$ cat src/rtl/store_merge.sv
// Store-side data narrowing with read-modify-write merge into a word-only RAM.
// Sub-word stores read the target word, splice in the new lanes and write it back.
module store_merge #(
  parameter int unsigned ADDR_WIDTH = 32,
  parameter int unsigned DATA_WIDTH = 32
) (
  input  logic                  clk,
  input  logic                  rst_n,
  input  logic                  req_valid,
  output logic                  req_ready,
  input  logic [ADDR_WIDTH-1:0] req_addr,
  input  logic [1:0]            req_size,
  input  logic [DATA_WIDTH-1:0] req_data,
  output logic [ADDR_WIDTH-3:0] mem_addr,
  output logic                  mem_re,
  input  logic [DATA_WIDTH-1:0] mem_rdata,
  output logic                  mem_we,
  output logic [DATA_WIDTH-1:0] mem_wdata,
  output logic                  done,
  output logic                  misalign
);

  typedef enum logic [2:0] {StIdle, StRead, StMerge, StWrite, StErr} state_e;

  state_e      state_q;
  logic [1:0]  lane_q;
  logic        half_q;
  logic [15:0] data_q;

  logic                  accept;
  logic                  word_ok;
  logic                  sub_ok;
  logic [3:0]            lane_mask;
  logic [DATA_WIDTH-1:0] lane_data;
  logic [DATA_WIDTH-1:0] merged;

  assign accept  = req_valid && req_ready;
  assign word_ok = (req_size == 2'b10) && (req_addr[1:0] == 2'b00);
  assign sub_ok  = (req_size == 2'b00) || ((req_size == 2'b01) && !req_addr[0]);

  // Replicate the store data across lanes, then pick new or old byte per lane.
  always_comb begin
    lane_data = '0;
    lane_mask = 4'b0000;
    if (half_q) begin
      lane_data = {2{data_q[15:0]}};
      lane_mask = lane_q[1] ? 4'b1100 : 4'b0011;
    end else begin
      lane_data = {4{data_q[7:0]}};
      lane_mask = 4'b0001 << lane_q;
    end
    merged = '0;
    for (int k = 0; k < 4; k++) begin
      merged[8*k +: 8] = lane_mask[k] ? lane_data[8*k +: 8] : mem_rdata[8*k +: 8];
    end
  end

  always_ff @(posedge clk or negedge rst_n) begin
    if (!rst_n) begin
      state_q   <= StIdle;
      lane_q    <= 2'b00;
      half_q    <= 1'b0;
      data_q    <= '0;
      req_ready <= 1'b1;
      mem_addr  <= '0;
      mem_re    <= 1'b0;
      mem_we    <= 1'b0;
      mem_wdata <= '0;
      done      <= 1'b0;
      misalign  <= 1'b0;
    end else begin
      mem_re   <= 1'b0;
      mem_we   <= 1'b0;
      done     <= 1'b0;
      misalign <= 1'b0;
      unique case (state_q)
        StIdle: begin
          if (accept) begin
            lane_q    <= req_addr[1:0];
            half_q    <= req_size[0];
            data_q    <= req_data[15:0];
            req_ready <= 1'b0;
            if (word_ok) begin
              // Full words need no read; write straight through.
              state_q   <= StWrite;
              mem_addr  <= req_addr[ADDR_WIDTH-1:2];
              mem_we    <= 1'b1;
              mem_wdata <= req_data;
              done      <= 1'b1;
            end else if (sub_ok) begin
              state_q  <= StRead;
              mem_addr <= req_addr[ADDR_WIDTH-1:2];
              mem_re   <= 1'b1;
            end else begin
              state_q  <= StErr;
              misalign <= 1'b1;
            end
          end
        end
        StRead: begin
          state_q <= StMerge;
        end
        StMerge: begin
          state_q   <= StWrite;
          mem_we    <= 1'b1;
          mem_wdata <= merged;
          done      <= 1'b1;
        end
        StWrite, StErr: begin
          state_q   <= StIdle;
          req_ready <= 1'b1;
        end
        default: begin
          state_q   <= StIdle;
          req_ready <= 1'b1;
        end
      endcase
    end
  end

endmodule

$ cat config.mk
export PLATFORM = sky130hd
export DESIGN_NAME = store_merge
export DESIGN_NICKNAME = d
export VERILOG_FILES = /design/src/rtl/store_merge.sv
export SDC_FILE = /design/constraint.sdc
export NUM_CORES = 1
export LEC_CHECK = 0
export CORE_ASPECT_RATIO = 0.7
export CORE_MARGIN = 5
export CORE_UTILIZATION = 40
export DETAILED_ROUTE_END_ITERATION = 6
export PLACE_DENSITY = 0.75
export SLEW_MARGIN = 10
export SYNTH_ARGS = -nofsm -noshare
export SYNTH_HDL_FRONTEND = slang
export SYNTH_SLANG_ARGS = --single-unit
$ cat constraint.sdc
create_clock -name clk -period 2.1 [get_ports clk]
set_input_delay 0.315 -clock clk [delete_from_list [all_inputs] [get_ports clk]]
set_output_delay 0.315 -clock clk [all_outputs]
set_load 0.02 [all_outputs]
Word level (Yosys, flattened, before mapping)
Index checks and enable logic that the tools add are counted.
- flip-flop bits (word level): 88
- equality and inequality tests: 6
- shifts and indexed selects: 1
- mux-type cells: 29
- bitwise logic cells: 1
- reductions and logical operators: 15
- operators by type and width (cell ; number):
    32-bit 2-to-1 mux ; 3
    32-bit case mux with 2 select lines ; 1
    30-bit 2-to-1 mux ; 2
    8-bit 2-to-1 mux ; 4
    1-bit 2-to-1 mux ; 11
    3-bit 2-to-1 mux ; 3
    3-bit case mux with 3 select lines ; 1
    4-bit 2-to-1 mux ; 2
    3-bit AND reduction ; 2
    2-bit zero test ; 2
    2-bit != test (second input constant) ; 2
    1-bit case mux with 2 select lines ; 2
    2-bit AND reduction ; 2
    2-bit nonzero test ; 2
    1-bit by 2-bit left shift with 4-bit output (first input constant) ; 1
    3-bit by 1-bit equality test with 1-bit output (second input constant) ; 1
    3-bit by 2-bit equality test with 1-bit output (second input constant) ; 1
    1-bit logical AND ; 3
    3-bit zero test ; 1
    2-bit by 1-bit equality test with 1-bit output (second input constant) ; 1
    2-bit equality test (second input constant) ; 1
    2-bit OR reduction ; 1
    1-bit zero test ; 1
    1-bit logical OR ; 1
    1-bit inverter ; 1

Longest topological paths before layout
Gate-level depths: netlist of run 1.
- depth in word-level cells: 7
- depth in mapped cells: 7
- mapped depth without buffers: 4

Worst setup path before layout of run 1
OpenSTA, ideal clock, no wires.
- path type: register to register
- start: register req_ready
- end: register mem_addr[0]
- arrival time: 1.650 ns
- required time: 1.972 ns
- setup slack: 0.323 ns
- cell stages (with the launch flop): 6
- buffers on the path: 1
- clock period less this slack: 1.777 ns
- cell sequence: dfstp_2 > nand2_1 > nor4_1 > and2_1 > buf_4 > mux2_1
- word-level cells in the longest chain between the ends: 2
- RTL lines (what ; RTL line ; source):
    start: declaration ; 10 ; output logic req_ready,
    start signal: assignment ; 64 ; req_ready <= 1'b1;
    start signal: assignment ; 82 ; req_ready <= 1'b0;
    start signal: assignment ; 111 ; req_ready <= 1'b1;
    1-bit logical AND ; 37 ; assign accept = req_valid && req_ready;
    3-bit AND reduction (no line) ; - ;
    end signal: assignment ; 86 ; mem_addr <= req_addr[ADDR_WIDTH-1:2];
    end signal: assignment ; 92 ; mem_addr <= req_addr[ADDR_WIDTH-1:2];
    end: declaration ; 14 ; output logic [ADDR_WIDTH-3:0] mem_addr,
Every way passes these cells.
A chain may end at the register's enable or synchronous reset.

Worst setup path in the final report of run 1
- start: input req_addr[1]
- end: register mem_addr[27]
- word-level cells in the longest chain between the ends: 4
- elaborated cells between the ends (all ways): 5
- classes of those cells: mux (1); reduce/logical (4)
- RTL lines (what ; RTL line ; source):
    start: declaration ; 11 ; input logic [ADDR_WIDTH-1:0] req_addr,
    2-bit zero test * ; 38 ; assign word_ok = (req_size == 2'b10) && (req_addr[1:0] == 2'b00);
    1-bit logical AND * ; 38 ;
    2-bit nonzero test (no line) ; - ;
    3-bit AND reduction (no line) ; - ;
Mark *: on every way between the ends. The rest lies on a longest branch, timed or not.

==> results of run 1 <==
-- worst paths after layout --
path                               from            end  slack, ps  depth (start not counted)
setup / recovery            req_addr[1]   mem_addr[27]        160                          6
hold / removal             mem_addr[10]   mem_addr[10]        480                          1
setup reg to reg                 half_q  mem_wdata[17]        250                          4
hold reg to reg            mem_addr[10]   mem_addr[10]        480                          1
max in group asynchronous         rst_n   mem_addr[17]        990                          3
min in group asynchronous         rst_n    mem_addr[0]        520                          2
-- worst max-delay path, delay by kind of cell --
kind,cells,cell delay (ps)
multiplexers,1,350
buffers and inverters,2,710
AND/OR/NAND/NOR,1,230
AO/OA/AOI/OAI,2,530
-- flip-flops by register name, indices dropped and copies added, names as in the netlist --
register and cells:
mem_re 1, state_q 3, lane_q 2, mem_addr 30, data_q 16, misalign 1
half_q 1, mem_wdata 32, done 1, req_ready 1
-- report_power, final --
| group | switching [uW] | total, uW | internal [uW] |
|---|---|---|---|
| registers | 0 | 1700 | 1700 |
| clock network | 663 | 1740 | 1080 |
| logic | 91.0 | 275 | 184 |
-- cell type report --
type                       instances  share of cell area, %
inverter                           2                  0.117
tap                              132                   2.56
clock inverter                     6                   1.44
clock buffer                      10                   3.71
multi-input combinational        256                   28.7
timing repair buffer             192                   29.2
sequential                        88                   34.2
-- synth_stat cells --
cell type and instances:
sky130_fd_sc_hd__a211oi_1 6, sky130_fd_sc_hd__a211oi_2 5, sky130_fd_sc_hd__a21oi_1 11, sky130_fd_sc_hd__a221o_1 2, sky130_fd_sc_hd__a221oi_1 9, sky130_fd_sc_hd__a221oi_2 11, sky130_fd_sc_hd__a22o_1 2, sky130_fd_sc_hd__a22oi_1 5
sky130_fd_sc_hd__a31oi_1 1, sky130_fd_sc_hd__and2_1 1, sky130_fd_sc_hd__and2b_1 1, sky130_fd_sc_hd__buf_2 5, sky130_fd_sc_hd__buf_4 7, sky130_fd_sc_hd__buf_6 4, sky130_fd_sc_hd__clkbuf_1 13, sky130_fd_sc_hd__dfrtp_1 87
sky130_fd_sc_hd__dfstp_2 1, sky130_fd_sc_hd__inv_2 2, sky130_fd_sc_hd__mux2_1 30, sky130_fd_sc_hd__mux2i_1 16, sky130_fd_sc_hd__nand2_1 59, sky130_fd_sc_hd__nand2b_1 1, sky130_fd_sc_hd__nand4_1 1, sky130_fd_sc_hd__nand4_2 1
sky130_fd_sc_hd__nor2_1 28, sky130_fd_sc_hd__nor2_2 1, sky130_fd_sc_hd__nor2_4 1, sky130_fd_sc_hd__nor2b_1 1, sky130_fd_sc_hd__nor3_1 2, sky130_fd_sc_hd__nor3_2 1, sky130_fd_sc_hd__nor4_1 1, sky130_fd_sc_hd__nor4b_4 1
sky130_fd_sc_hd__o21a_1 7, sky130_fd_sc_hd__o21ai_0 4, sky130_fd_sc_hd__o21ai_1 4, sky130_fd_sc_hd__o21bai_1 2, sky130_fd_sc_hd__o221a_1 5, sky130_fd_sc_hd__o221a_2 2, sky130_fd_sc_hd__o22a_1 7, sky130_fd_sc_hd__o22ai_1 26
sky130_fd_sc_hd__or3b_1 1
-- metal layers --
metal,global-route usage [%],up-vias,share of wire [%]
met3,5.49,14,7.1
met5,0,-,0
met1,29.8,1898,43
met2,35.7,169,48
met4,6.40,0,1.4
li1,-,1741,-
-- kinds of logic after synthesis --
kind of cell           count (synthesis)
AOI/OAI and AO/OA                    109
buffers and inverters                 31
DFF                                   88
muxes                                 46
and+or+nand+nor                      101
-- stage by stage --
step / setup TNS (ps) / total power, uW / instances / utilization [%] / cell area, um^2
finish: 0 / 3710 / 686 / 62.4 / 6440
global placement: -3180 / 2000 / 669 / 59.1 / 6100
CTS: 0 / 3750 / 686 / 62.4 / 6440
global route: 0 / 3830 / 686 / 62.4 / 6440
floorplan: 0 / 1740 / 375 / - / 4230
detailed placement: -5610 / 2000 / 669 / 59.1 / 6100
-- what timing repair did --
item,CTS,global route
hold buffers,1,0
gates resized for setup,0,0
hold endpoints to repair,34,0
==> out/results.md, run 1 <==
### Layout
* **ANT cells** 0
* **layout cells sized above 1** 12.3%
* **relative area change from synthesis to final layout** 52.4%
* **commonest cells after routing, fill and taps aside** sky130_fd_sc_hd__clkdlybuf4s50_1, sky130_fd_sc_hd__dfrtp_1, sky130_fd_sc_hd__nand2_1, sky130_fd_sc_hd__mux2_1, sky130_fd_sc_hd__nor2_1
* **Multi-input gate area** 0.00185 mm^2
* **number of nets in the final layout** 650
* **most common cell after layout, fill and taps aside** sky130_fd_sc_hd__clkdlybuf4s50_1
* **fill cell count** 818
* **register cell area after layout** 0.00220 mm^2

### Logic synthesis
* **total number of yosys warnings** 0
* **instance count of the mapped netlist** 375
* **fraction of the mapped netlist area in adder cells** 0%
* **average cell area after synthesis** 11.3 um^2
* **synthesized area** 0.00423 mm^2
* **area fraction in and, or, nand and nor cells after synthesis** 10.6%
* **xor and xnor area share after synthesis** 0%
* **top-area cell type share of the netlist area** 51.5%
* **largest family of logic cells by synthesized area** compound AO/OA/AOI/OAI gates
* **syn nets** 476
* **Synth Register Bits** 88
* **Synth Area in Compound Gates** 21.3%
* **share of synthesized area spent on multiplexers** 11.8%
* **area leader, netlist** sky130_fd_sc_hd__dfrtp_1
* **fraction of the yosys area taken by sequential cells** 52.1%
* **number of different library cells in the post-synthesis netlist** 41
* **cell types with the largest area share after synthesis** sky130_fd_sc_hd__dfrtp_1, sky130_fd_sc_hd__mux2_1, sky130_fd_sc_hd__nand2_1

### Routing
* **DRC violation count after routing** 0
* **final antenna-violating net count** 0
* **overall via count from detail_route** 3,822
* **DR iter-0 viols** 249
* **via-per-instance ratio** 5.57
* **WL/cell** 20.3 um
* **detailed-route wire length** 13.9 mm
* **number of iterations in the first detailed-routing pass** 5

### STA
* **Worst Clk Skew** 5.81 ps
* **max-slew violations** 0
* **hold violation total from the final report** 0
* **maximum operating frequency** 515 MHz
* **smallest setup slack after layout** 157 ps
* **actual transition at the worst max-transition pin** 687 ps
* **Max transition margin** 54.1%
* **setup repair after global routing missed its margin** false
* **min Tclk post-route** 1940 ps
* **Period Utilization, post-route** 92.5%
* **worst hold-check slack** 484 ps
* **total setup violations reported at the end of the flow** 0

### CTS
* **TritonCTS clock tree** yes
* **clock latency on the worst-skew pair** 340 ps
* **root buffer cell** sky130_fd_sc_hd__clkbuf_16
* **buffer levels on the longest clock path** 2
* **deepest level of the CTS H-tree** 3
* **total setup buffers inserted after CTS** 0
* **clock-pin slew on the worst setup and hold paths** 60 ps
* **CTS sink count** 88
* **Inserted Clock Buffers** 9

### Setup path
* **worst-path maximum fanout** 30
* **Worst setup SP type** input port
* **critical path capture point type** flop
* **cells along the critical path** clkdlybuf4s50_1 > o21a_1 > o22ai_1 > and2_1 > buf_12 > mux2_1
* **kind of critical path** in2reg
* **WP data arrival** 2160 ps
* **data required time at the worst endpoint** 2310 ps
* **Worst path max stage delay** 500 ps
* **crit path max-delay cell type** sky130_fd_sc_hd__clkdlybuf4s50_1

### Floorplanning
* **Die Y-Extent** 96.0 um
* **standard cell core area** 0.0103 mm^2
* **count of pins on the block boundary** 168
* **total die area** 0.0128 mm^2
* **# rows** 31
* **effective utilization at floorplan** 41.0%
* **die extent in x** 133 um

### GRT
* **All-Layer GR Usage** 22.1%
* **global-route wire length before repair** 21.9 mm
* **global route overflow** 0
* **maximum number of pins on one net before global-route repair** 39
* **number of antenna violations at the first check in global routing** 0
* **via count of the first global-routing pass** 3,988

### Place
* **Setup WS pre-CTS** -172 ps
* **routability-driven placement congestion ratio** 0.833
* **HPWL after detailed placement** 10.6 mm
* **buffers added on ports** 167

### Power
* **power density over cell area** 576 mW/mm^2
* **leakage power total** 0.00271 uW
* **worst IR drop on VDD** 0.426 mV

### Run
* **total of max-cap violations** 0

### Outcome
* **status** finished, final reports clean

### Min path
* **class of the worst hold path** reg2reg

(Power assumes the default switching activity.)
==> run 2, diff against run 1 <==
CAP_MARGIN = 20   (was unset)
CORE_MARGIN = 2   (was 5)
SKIP_LAST_GASP = 1   (was unset)
==> run 2 against run 1 <==
Setup slack better by 51 ps. First-iteration DRC count down 5.2%. Sequential share of layout area up 0.33 points. Cell count down 0.73%. Total power down 6.2%. Combinational power down 2%. Sequential power about the same. Utilization down 0.59 points. Count of clock-buffer cells in the layout unchanged. Die area down 10%. Hold slack worse by 7.7 ps. Critical path type is now reg2out.
==> out/results.md, run 2 (synthesis results as in run 1) <==
### GRT
* **number of antenna violations at the first check in global routing** 0, unchanged
* **maximum number of pins on one net before global-route repair** 51, +31%
* **global-route wire length before repair** 21.0 mm, -4.1%
* **All-Layer GR Usage** 23.6%, +1.5 points
* **global route overflow** 0, unchanged
* **via count of the first global-routing pass** 3,878, -2.8%

### STA
* **min Tclk post-route** 1890 ps, -51.1 ps
* **setup repair after global routing missed its margin** false
* **total setup violations reported at the end of the flow** 0, unchanged
* **maximum operating frequency** 528 MHz, +2.7%
* **Period Utilization, post-route** 90.1%, -2.4 points
* **max-slew violations** 0, unchanged
* **worst hold-check slack** 476 ps, -7.74 ps
* **Worst Clk Skew** 10.2 ps, +4.38 ps
* **hold violation total from the final report** 0, unchanged
* **sum of negative setup slack** 0 ps, unchanged
* **actual transition at the worst max-transition pin** 797 ps, +110 ps
* **Max transition margin** 46.7%, -7.4 points

### Power
* **worst IR drop on VDD** 0.409 mV, -4.0%
* **power density over cell area** 545 mW/mm^2, -5.3%
* **leakage power total** 0.00268 uW, -1.1%

### Routing
* **WL/cell** 19.5 um, -3.7%
* **final antenna-violating net count** 0, unchanged
* **number of iterations in the first detailed-routing pass** 4, -1
* **detailed-route wire length** 13.3 mm, -4.4%
* **DRC violation count after routing** 0, unchanged
* **DR iter-0 viols** 236, -5.2%
* **via-per-instance ratio** 5.47, -1.8%
* **overall via count from detail_route** 3,727, -2.5%

### Layout
* **relative area change from synthesis to final layout** 51.0%
* **ANT cells** 0, unchanged
* **fill cell count** 856, +4.6%
* **Multi-input gate area** 0.00185 mm^2, unchanged
* **commonest cells after routing, fill and taps aside** sky130_fd_sc_hd__clkdlybuf4s50_1, sky130_fd_sc_hd__dfrtp_1, sky130_fd_sc_hd__nand2_1, sky130_fd_sc_hd__mux2_1, sky130_fd_sc_hd__nor2_1
* **register cell area after layout** 0.00220 mm^2, unchanged
* **Top reg by flops** mem_wdata
* **flip-flop count of the largest register after layout** 32, unchanged
* **biggest regs** mem_wdata: 32 flops, mem_addr: 30 flops, data_q: 16 flops
* **most common cell after layout, fill and taps aside** sky130_fd_sc_hd__clkdlybuf4s50_1
* **layout cells sized above 1** 11.5%, -0.80 points
* **number of nets in the final layout** 645, -0.77%

### Floorplanning
* **die extent in x** 127 um, -4.5%
* **total die area** 0.0114 mm^2, -10%
* **Die Y-Extent** 90.0 um, -6.2%
* **count of pins on the block boundary** 168, unchanged
* **standard cell core area** 0.0103 mm^2, unchanged
* **effective utilization at floorplan** 41.0%, unchanged
* **# rows** 31, unchanged

### CTS
* **TritonCTS clock tree** yes
* **CTS sink count** 88, unchanged
* **clock latency on the worst-skew pair** 340 ps, about the same
* **root buffer cell** sky130_fd_sc_hd__clkbuf_16
* **Inserted Clock Buffers** 9, unchanged
* **buffer levels on the longest clock path** 2, unchanged
* **Hold Buf Count CTS** 1, unchanged
* **deepest level of the CTS H-tree** 3, unchanged
* **Gates resized, CTS repair** 0, unchanged
* **clock-pin slew on the worst setup and hold paths** 70 ps, about the same
* **total setup buffers inserted after CTS** 0, unchanged

### Setup path
* **destination of the worst register-to-register timing path** mem_wdata[16]
* **critical path capture point type** primary output
* **cell depth of the worst flop-to-flop path** 4, unchanged
* **worst path bufs/invs** 1, -1
* **cells along the critical path** clkdlybuf4s50_1
* **launch point of the worst reg-to-reg path** half_q
* **cell type group with the largest total delay on the critical path** buffers and inverters
* **flop2flop setup slack** 230 ps, -20 ps
* **crit path max-delay cell type** sky130_fd_sc_hd__clkdlybuf4s50_1
* **kind of critical path** reg2out
* **Worst setup SP type** flop
* **worst-path maximum fanout** 7, -77%
* **data required time at the worst endpoint** 1780 ps, -530 ps
* **Worst path max stage delay** 640 ps, +140 ps
* **WP data arrival** 1580 ps, -580 ps

### Min path
* **hold endpoint** data_q[13]
* **startpoint of the lowest-slack hold path** data_q[13]
* **Cells on Worst Hold Path** 2, +1
* **class of the worst hold path** reg2reg

### Place
* **buffers added on ports** 167, unchanged
* **routability-driven placement congestion ratio** 0.849, +2.0%
* **HPWL after detailed placement** 9.80 mm, -7.4%

### Run
* **total of max-cap violations** 0, unchanged

### Outcome
* **status** finished, final reports clean

[run 2: changes by cell type in the layout (fill, tap and decap cells not counted), sizes merged]
cell      previous run  this run
inv                  2         3
clkinv               2         4
clkinvlp             2         1
bufinv               2         0
buf                 25        20
[run 2: power breakdown]
| part | internal, uW | switching, uW |
|---|---|---|
| Sequential | 1690 | 0 |
| Clock | 838 | 679 |
| Combinational | 182 | 86.5 |
| Total | 2710 | 765 |
[run 2: how the worst max path moves through the flow]
stage	start	endpoint	slack (ps)	depth (start not counted)
after floorplan	req_ready	mem_addr[0]	320	5
after detailed placement	req_addr[0]	mem_addr[20]	20	6
after global routing	half_q	mem_wdata[17]	6	4
final	req_ready	req_ready	210	1
after global placement	req_addr[0]	mem_addr[27]	80	6
after CTS	req_ready	req_ready	190	1
[run 2: cell type report]
class	instances	area share, %
Sequential cell	88	34.5
Timing Repair Buffer	187	29.3
Tap cell	132	2.59
Inverter	2	0.118
Clock inverter	6	0.686
Multi-Input combinational cell	256	29.0
Clock buffer	10	3.75
[run 2: worst register-to-register path: cells and delay by family (launching register included)]
family,cells,cell delay (ps)
simple gates,2,730
mux,1,170
compound gates,1,340
flops,1,520
[run 2: metal layers]
metal  part of all wire, %  GRT usage (%)
met1                    45           31.7
met2                    47           37.9
met3                   7.3           7.56
met4                  0.68           4.58
met5                     0              0
[run 2: per-stage QoR]
stage | setup WS, ps | util [%] | power [uW] | instance area [um^2] | std cells
finish | 208 | 61.8 | 3480 | 6380 | 681
global route | 6.02 | 61.8 | 3600 | 6380 | 681
CTS | 190 | 61.8 | 3520 | 6380 | 681
detailed placement | 15.7 | 59.0 | 1990 | 6090 | 664
global placement | 77.9 | 59.0 | 1990 | 6090 | 664
floorplan | 323 | - | 1740 | 4230 | 375
==> run 3, diff against run 2 <==
CORE_MARGIN = unset   (was 2)
GPL_ROUTABILITY_DRIVEN = 0   (was unset)
==> run 3 against run 2 <==
The flow now finishes with violations (design-rule violations). Non-clock buffer count up 7. Register-to-register slack better by 20 ps. Fmax down 4.2%. Sequential power about the same. Total power up 2.6%. Final area up 0.80%.
==> out/results.md, run 3 (synthesis results as in run 1) <==
### Outcome
* **status** finished with violations
* **violated checks** design-rule violations

### Layout
* **relative area change from synthesis to final layout** 52.2%
* **Finished Core Util** 64.4%, +2.6 points
* **most common cell after layout, fill and taps aside** sky130_fd_sc_hd__clkdlybuf4s50_1
* **final design instance area without fill** 0.00643 mm^2, +0.80%
* **ANT cells** 0, unchanged
* **Top reg by flops** mem_wdata
* **register cell area after layout** 0.00220 mm^2, unchanged
* **biggest regs** mem_wdata: 32 flops, mem_addr: 30 flops, data_q: 16 flops
* **number of nets in the final layout** 652, +1.1%
* **flip-flop count of the largest register after layout** 32, unchanged
* **number of non-filler instances in the completed layout** 684, +0.44%
* **fill cell count** 779, -9.0%
* **Multi-input gate area** 0.00185 mm^2, unchanged
* **commonest cells after routing, fill and taps aside** sky130_fd_sc_hd__clkdlybuf4s50_1, sky130_fd_sc_hd__dfrtp_1, sky130_fd_sc_hd__nand2_1, sky130_fd_sc_hd__mux2_1, sky130_fd_sc_hd__nor2_1
* **layout cells sized above 1** 12.4%, +0.93 points

### Setup path
* **launch point of the worst reg-to-reg path** half_q
* **data required time at the worst endpoint** 1780 ps, about the same
* **worst-path maximum fanout** 6, -1
* **Worst setup SP type** flop
* **flop2flop setup slack** 250 ps, +20 ps
* **destination of the worst register-to-register timing path** mem_wdata[21]
* **kind of critical path** reg2out
* **cell depth of the worst flop-to-flop path** 6, +2
* **critical path capture point type** primary output
* **WP data arrival** 1660 ps, +80 ps

### Place
* **number of cells in the design after placement** 667, +0.45%
* **HPWL after detailed placement** 9.80 mm, about the same
* **placement-stage cell area** 0.00612 mm^2, +0.58%
* **Setup WS pre-CTS** -62.8 ps, -78.5 ps
* **buffers added on ports** 167, unchanged

### Routing
* **DRC violation count after routing** 18, +18
* **WL/cell** 19.2 um, -1.6%
* **via-per-instance ratio** 5.65, +3.3%
* **number of iterations in the first detailed-routing pass** 7, +3
* **detailed-route wire length** 13.1 mm, -1.2%
* **DR iter-0 viols** 320, +36%
* **overall via count from detail_route** 3,867, +3.8%
* **final antenna-violating net count** 0, unchanged

### CTS
* **deepest level of the CTS H-tree** 3, unchanged
* **clock-pin slew on the worst setup and hold paths** 60 ps, about the same
* **buffer levels on the longest clock path** 2, unchanged
* **Inserted Clock Buffers** 9, unchanged
* **Gates resized, CTS repair** 0, unchanged
* **total setup buffers inserted after CTS** 0, unchanged
* **TritonCTS clock tree** yes
* **CTS sink count** 88, unchanged
* **root buffer cell** sky130_fd_sc_hd__clkbuf_16
* **clock latency on the worst-skew pair** 340 ps, about the same

### GRT
* **All-Layer GR Usage** 24.9%, +1.3 points
* **via count of the first global-routing pass** 3,845, -0.85%
* **number of antenna violations at the first check in global routing** 0, unchanged
* **maximum number of pins on one net before global-route repair** 58, +14%
* **global-route wire length before repair** 20.7 mm, -1.8%
* **global route overflow** 0, unchanged

### STA
* **smallest setup slack after layout** 124 ps, -83.3 ps
* **total setup violations reported at the end of the flow** 0, unchanged
* **actual transition at the worst max-transition pin** 680 ps, -117 ps
* **maximum operating frequency** 506 MHz, -4.2%
* **setup repair after global routing missed its margin** false
* **hold violation total from the final report** 0, unchanged
* **Worst Clk Skew** 5.73 ps, -4.46 ps
* **Period Utilization, post-route** 94.1%, +4.0 points
* **min Tclk post-route** 1980 ps, +83.3 ps
* **max-slew violations** 0, unchanged
* **Max transition margin** 54.5%, +7.8 points

### Floorplanning
* **total die area** 0.0110 mm^2, -3.8%
* **# rows** 30, -3.2%
* **die extent in x** 125 um, -1.6%
* **count of pins on the block boundary** 168, unchanged
* **Die Y-Extent** 88.0 um, -2.2%
* **effective utilization at floorplan** 42.3%, +1.4 points
* **standard cell core area** 0.00998 mm^2, -3.2%

### Power
* **leakage power total** 0.00271 uW, +1.0%
* **power density over cell area** 555 mW/mm^2, +1.7%
* **worst IR drop on VDD** 0.504 mV, +23%

### Run
* **total of max-cap violations** 0, unchanged

### Min path
* **class of the worst hold path** in2async

[run 3: what timing repair did]
| item | in CTS | in global routing |
|---|---|---|
| endpoints found under the setup margin | 0 | 0 |
| hold buffers | 1 | 0 |
| endpoints found under the hold margin | 31 | 0 |
[run 3: power by group]
part / internal (uW) / switching (uW) / total [uW]
logic: 182 / 87.1 / 269
registers: 1690 / 0 / 1690
clock network: 926 / 679 / 1610
[run 3: critical path, stage by stage (launching register included)]
cell	delay (ps)
sky130_fd_sc_hd__dfstp_2	530
sky130_fd_sc_hd__buf_4	140
sky130_fd_sc_hd__clkdlybuf4s50_1	640
[run 3: metal layers]
metal	share of wire [%]	track usage, %
met5	0	0
met2	46	40.2
met1	44	33.4
met3	8.0	5.86
met4	1.4	8.65
[run 3: worst max-delay path by stage]
stage                start            to  slack, ps  cells after the start
2_1_floorplan    req_ready   mem_addr[0]        320                      5
3_3_place_gp   req_addr[1]  mem_addr[15]        -30                      6
3_5_place_dp   req_addr[1]   mem_addr[1]        -60                      6
4_1_cts          req_ready     req_ready        120                      2
5_1_grt          req_ready     req_ready         90                      2
6_report         req_ready     req_ready        120                      2
[run 3: metrics by stage]
step                power (uW)  setup TNS [ps]  hold slack, ps
floorplan                 1740               0            19.4
global placement          1990            -743             269
detailed placement        1990           -1250             281
CTS                       3600               0             450
global route              3680               0             492
finish                    3570               0             463
[run 3: area by class of cell]
type	instances	area share (%)
inverter	2	0.117
tap	128	2.49
clock inverter	6	1.09
timing repair buffer	194	29.7
sequential	88	34.3
clock buffer	10	3.56
multi-input combinational	256	28.8
